===== src/rtl/alu_share_arbiter.sv =====
// Round-robin share of one combinational ALU between two requesters, with a
// one-entry registered result returned over per-requester valid/ready channels.
module alu_share_arbiter #(
  parameter int WIDTH   = 32,
  parameter int CNTRL_W = 4
) (
  input  logic               clk,
  input  logic               reset,
  input  logic               req0_valid,
  output logic               req0_ready,
  input  logic [CNTRL_W-1:0] req0_cntrl,
  input  logic [WIDTH-1:0]   req0_in1,
  input  logic [WIDTH-1:0]   req0_in2,
  input  logic               req1_valid,
  output logic               req1_ready,
  input  logic [CNTRL_W-1:0] req1_cntrl,
  input  logic [WIDTH-1:0]   req1_in1,
  input  logic [WIDTH-1:0]   req1_in2,
  output logic [CNTRL_W-1:0] alu_cntrl,
  output logic [WIDTH-1:0]   alu_in1,
  output logic [WIDTH-1:0]   alu_in2,
  input  logic [WIDTH-1:0]   alu_result,
  input  logic               alu_zero,
  output logic               rsp0_valid,
  input  logic               rsp0_ready,
  output logic               rsp1_valid,
  input  logic               rsp1_ready,
  output logic [WIDTH-1:0]   rsp_result,
  output logic               rsp_zero
);

  typedef enum logic {
    IDLE = 1'b0,
    FULL = 1'b1
  } state_t;

  state_t           r_state;
  state_t           w_state_nxt;
  logic             r_owner;
  logic             w_owner_nxt;
  logic             r_last_grant;
  logic             w_last_grant_nxt;
  logic [WIDTH-1:0] r_result_p1;
  logic             r_zero_p1;

  logic w_grant0;
  logic w_grant1;
  logic w_owner_ready;
  logic w_rsp_fire;
  logic w_can_issue;
  logic w_accept;

  // Tie goes to whichever requester did not win the previous accept.
  always_comb begin
    w_grant1 = req1_valid & (~req0_valid | ~r_last_grant);
    w_grant0 = req0_valid & ~w_grant1;
  end

  always_comb begin
    w_owner_ready = r_owner ? rsp1_ready : rsp0_ready;
    w_rsp_fire    = (r_state == FULL) & w_owner_ready;
    w_can_issue   = (r_state == IDLE) | w_rsp_fire;
    req0_ready    = w_grant0 & w_can_issue & ~reset;
    req1_ready    = w_grant1 & w_can_issue & ~reset;
    w_accept      = (req0_valid & req0_ready) | (req1_valid & req1_ready);
  end

  // With nobody granted the mux falls back to requester 0's fields.
  always_comb begin
    if (w_grant1) begin
      alu_cntrl = req1_cntrl;
      alu_in1   = req1_in1;
      alu_in2   = req1_in2;
    end else begin
      alu_cntrl = req0_cntrl;
      alu_in1   = req0_in1;
      alu_in2   = req0_in2;
    end
  end

  always_comb begin
    w_state_nxt      = r_state;
    w_owner_nxt      = r_owner;
    w_last_grant_nxt = r_last_grant;
    case (r_state)
      IDLE: begin
        if (w_accept) begin
          w_state_nxt      = FULL;
          w_owner_nxt      = w_grant1;
          w_last_grant_nxt = w_grant1;
        end
      end
      FULL: begin
        if (w_accept) begin
          w_state_nxt      = FULL;
          w_owner_nxt      = w_grant1;
          w_last_grant_nxt = w_grant1;
        end else if (w_rsp_fire) begin
          w_state_nxt = IDLE;
        end
      end
      default: w_state_nxt = IDLE;
    endcase
  end

  // Stage p0 -> p1: ALU output captured on the accept edge.
  always_ff @(posedge clk) begin
    if (reset) begin
      r_state      <= IDLE;
      r_owner      <= 1'b0;
      r_last_grant <= 1'b1;
      r_result_p1  <= '0;
      r_zero_p1    <= 1'b0;
    end else begin
      r_state      <= w_state_nxt;
      r_owner      <= w_owner_nxt;
      r_last_grant <= w_last_grant_nxt;
      if (w_accept) begin
        r_result_p1 <= alu_result;
        r_zero_p1   <= alu_zero;
      end
    end
  end

  always_comb begin
    rsp0_valid = (r_state == FULL) & ~r_owner;
    rsp1_valid = (r_state == FULL) & r_owner;
    rsp_result = r_result_p1;
    rsp_zero   = r_zero_p1;
  end

endmodule


===== config.mk =====
export PLATFORM = sky130hd
export DESIGN_NAME = alu_share_arbiter
export DESIGN_NICKNAME = d
export VERILOG_FILES = /design/src/rtl/alu_share_arbiter.sv
export SDC_FILE = /design/constraint.sdc
export NUM_CORES = 1
export LEC_CHECK = 0
export BUFFER_PORTS_ARGS = -buffer_cell sky130_fd_sc_hd__buf_4
export CAP_MARGIN = 10
export CORE_AREA = 4 4 108 110
export DETAILED_ROUTE_END_ITERATION = 8
export DIE_AREA = 0 0 112 114
export PLACE_DENSITY = 0.57
export RECOVER_POWER = 25
export SLEW_MARGIN = 0
export SYNTH_ARGS = -nofsm -noshare
export SYNTH_HDL_FRONTEND = slang
export SYNTH_SLANG_ARGS = --single-unit

===== constraint.sdc =====
create_clock -name clk -period 1.78 [get_ports clk]
set_input_delay 0.089 -clock clk [delete_from_list [all_inputs] [get_ports clk]]
set_output_delay 0.089 -clock clk [all_outputs]
set_load 0.01 [all_outputs]

# Yosys cells after proc, flatten, opt, wreduce, memory -nomap -nowiden
# Cells that the tools add are included.
[totals]
ff_bits = 36
latch_bits = 0
ram_bits = 0
romBits = 0
output_inout_bits = 105
n_memories = 0
[classes]
add_sub_neg = 0
n_mul = 0
div = 0
order_cmp = 0
eq_ne = 0
n_shift = 0
muxes = 9
bitwise_logic = 20
n_reduce_logical = 0
[ops]
columns = ["op", "count"]
rows = [
  ["2-to-1 mux 32 bit", 2],
  ["bitwise AND 1 bit", 11],
  ["inverter 1 bit", 6],
  ["2-to-1 mux 1 bit", 5],
  ["2-to-1 mux 4 bit", 1],
  ["OR 1 bit", 3],
  ["one-hot mux 1 bit (2 select lines)", 1],
]

# Depth between registers and ports, before layout
[depth]
ltp_word = 11
mapped_depth = 5

# Worst setup path before layout
# OpenSTA, ideal clock, no wires.
[synth_path]
path_kind = "register to register"
start = "register r_last_grant"
end = "register r_owner"
setup_ns = 0.060
arrival_ns = 1.343
slack_ns = 0.377
path_stages_with_launch = 6
path_buffers = 2
path_cell_list = "dfxtp_1 a21bo_2 clkbuf_1 buf_6 a211oi_1 a31o_2"
[synth_via]
word_cells_on_any_way = 13
[synth_rtl]
columns = ["element", "line", "text"]
rows = [
  ["start: declaration", "41", "logic r_last_grant;"],
  ["start signal: assignment", "117", "r_last_grant <= w_last_grant_nxt;"],
  ["inverter 1 bit", "55", "w_grant1 = req1_valid & (~req0_valid | ~r_last_grant);"],
  ["OR 1 bit", "55", ""],
  ["bitwise AND 1 bit", "55", ""],
  ["bitwise AND 1 bit (2 in series)", "64", "req1_ready = w_grant1 & w_can_issue & ~reset;"],
  ["named net req1_ready", "15", "output logic req1_ready,"],
  ["bitwise AND 1 bit", "65", "w_accept = (req0_valid & req0_ready) | (req1_valid & req1_ready);"],
  ["OR 1 bit", "65", ""],
  ["end signal: assignment", "116", "r_owner <= w_owner_nxt;"],
  ["end: declaration", "39", "logic r_owner;"],
]
# The timed path passes the listed nets, and every way through them passes these cells. The select of a mux whose other input is x is not followed.
# A chain may end at the register's enable or synchronous reset.

# Final worst setup path
[layout_path]
start = "register r_last_grant"
end = "output port alu_in1[9]"
[layout_via]
elab_chain_cells = 4
[layout_lines]
columns = ["element", "line", "text"]
rows = [
  ["inverter 1 bit", "55", ""],
  ["OR 1 bit", "55", ""],
  ["bitwise AND 1 bit", "55", ""],
  ["2-to-1 mux 32 bit", "70", "if (w_grant1) begin"],
  ["end: declaration", "20", "output logic [WIDTH-1:0] alu_in1,"],
]
# Every way passes these cells.

==> impl_metrics.ini <==
[die]
dieArea_um2 = 12800
core_um2 = 10700
start_util_pct = 18.9
rows = 38
die-height_um = 114
die_x_um = 112
pin_count = 280

[placed_design]
gp_congestion = 0.882
numPortBuffers = 279
dp.cells = 583
placed_cell_area_um2 = 4260
place_ws_ns = -0.219
dpl.hpwl_um = 8930

[synth]
syn-instance-count = 174
syn_avg_cell_area_um2 = 11.6
syn_nets = 349
ys_ff_latch = 36
synth.cell_area_um2 = 2030
yosysWarnings = 0
synth_cell_types = 21
yosysSeqAreaShare_pct = 35.6

[final_layout]
register_area_um2 = 723
syn2layout_area_growth_pct = 112
final_cell_area_um2 = 4300
nets = 628
drive_gt1_share_pct = 74.4
diodes = 0
final_cells = 594
multiInputGateArea_um2 = 1230
nFillCells = 1089

[job]
drv_cap = 0

[route]
finalWirelength_um = 10800
avgRoutedWirePerCell_um = 18.1
firstDrtPassIters = 4
route.detailed.drc = 0
ant_nets = 0
dr.first_iter.drc_count = 148
detail_route.vias_per_cell = 4.26
vias = 2531

[worst_setup_path]
worst-path-stages = 4
critPathCaptureType = output port
critPathMaxFanout = 44
path_cells = a21bo_2 -> buf_12 -> mux2_2 -> buf_4
reg2reg_depth = 4
cpLargestDelayFamily = multiplexers
critical_path_class = reg2out
critPathMaxStageDelay_ns = 0.40
slowest_stage = mux2_2
path_buf_inv = 2
cp.arrival_ns = 1.64
cp_data_required_time_ns = 1.69
cp-start-kind = register

[timing]
clock_skew_ns = 0.00487
setup_tns_ns = 0
finalHoldViolations = 0
relSlewSlack_pct = 45.0
fin_crit_ns = 1.72
drv_slew = 0
fmax_ghz = 0.580
rsz0062_at_grt = yes
worst_slew_pin_slew_ns = 0.822
setup_viol = 0
period_share_pct = 96.9
worst_slack_ns = 0.0552

[status]
status = finished clean

[global_route]
grt_usage_pct = 15.2
antenna_found_initial = 0
grt_pass1_vias = 2676
grt_pass1_wl_um = 15100
grt_max_degree = 45
overflow = 0

[clock_network]
cts.clk_slew.worst_paths_ns = 0.07
clock_latency_ns = 0.28
cts_tree = yes
cts_buffer_depth = 2
cts_made_buffers = 5
clock_sinks = 36
ctsRootBufferMaster = clkbuf_8
cts.htree.levels = 2
hold_buffers = 0

[power]
fin_total_pwr_mw = 2.75
vdd_drop_max_uv = 351
p_leak_nw = 2.07
p_per_area_nw_per_um2 = 640

[min_path]
min_path_cells = 2
hold_path_class = in2reg
## path summary, 6_finish.rpt
path	start	endpoint	slack, ns
max reg2reg	r_owner	rsp_zero	0.07
max	r_last_grant	alu_in1[9]	0.06
min	alu_result[31]	rsp_result[31]	0.02
min reg2reg	rsp_result[23]	rsp_result[23]	0.48
## logic make-up (layout without fill, tap and decap cells)
family / count (synthesis) / in the layout / share of synthesized area [%]
buffers and inverters: 17 / 296 / 5.25
DFF: 36 / 36 / 35.6
muxes: 69 / 69 / 38.5
and+or+nand+nor: 10 / 10 / 2.53
AOI/OAI and AO/OA: 42 / 43 / 18.2
## flip-flops by register name (all words and copies together) (netlist names)
register      count
r_last_grant      1
r_owner           1
rsp_result       32
r_state           1
rsp_zero          1
## worst reg2reg max path: stages, from the launching register on
cell and delay, ns:
dfxtp_2 0.34, mux2i_4 0.19, buf_4 0.14, a211oi_4 0.70, a22o_1 0.27
## power breakdown
| part | leakage, nW | switching, mW | internal, mW | total, mW |
|---|---|---|---|---|
| Combinational | 1.71 | 0.444 | 0.688 | 1.13 |
| Sequential | 0.298 | 0.0448 | 0.875 | 0.920 |
| Clock | 0.0541 | 0.287 | 0.414 | 0.701 |
## per-stage QoR
stage	util, %	hold WS (ns)
after floorplan	-	0.222
after global placement	39.8	0.304
after detailed placement	39.8	0.309
after CTS	41.2	0.00859
after global routing	40.2	0.00716
final	40.2	0.0212
## cell usage in the layout (no fill, tap or decap), types with 2 or more instances in the layout
master	instances
buf_4	251
mux2_2	68
dfxtp_1	34
a22o_1	33
clkbuf_1	32
clkbuf_8	5
nor3_1	3
inv_1	2
nand2_1	2
a211oi_1	2
nor2_1	2
a211oi_4	2
a31o_2	2
buf_12	2
dfxtp_2	2
## final cells by class
| cell class | count | area share, % |
|---|---|---|
| clock inverter | 3 | 0.989 |
| clock buffer | 5 | 1.60 |
| inverter | 2 | 0.175 |
| multi-input combinational | 122 | 28.6 |
| sequential | 36 | 16.8 |
| tap | 140 | 4.07 |
| timing repair buffer | 286 | 47.8 |
## layer usage
| layer | vias to the layer above | routed length (um) | part of all wire (%) | track usage, % |
|---|---|---|---|---|
| li1 | 1227 | - | - | - |
| met1 | 1138 | 4310 | 40 | 18.4 |
| met2 | 156 | 5180 | 48 | 25.1 |
| met3 | 10 | 1090 | 10 | 5.62 |
| met4 | 0 | 196 | 1.8 | 4.65 |
| met5 | - | 0 | 0 | 0 |
## synthesized netlist by cell type (all sizes together)
master | count | share of area, %
mux2 | 68 | 38
dfxtp | 36 | 36
a22o | 33 | 14
buf | 14 | 4.7
a211oi | 3 | 1.7
nor3 | 3 | 0.74
a31o | 2 | 0.86
inv | 2 | 0.37
nand2 | 2 | 0.37
nor2 | 2 | 0.37
a21bo | 1 | 0.49
a21oi | 1 | 0.25
and2 | 1 | 0.31
and4 | 1 | 0.43
clkbuf | 1 | 0.19
mux2i | 1 | 0.68
o21ai | 1 | 0.25
o31ai | 1 | 0.37
or3 | 1 | 0.31
## timing repair
item / 4_1_cts / 5_1_grt
resized for setup: 3 / 2
pin swaps: 1 / 1
gates cloned: 1 / 0
buffers inserted: 0 / 2
endpoints found under the setup margin: 57 / 49
(Power assumes the default switching activity.)
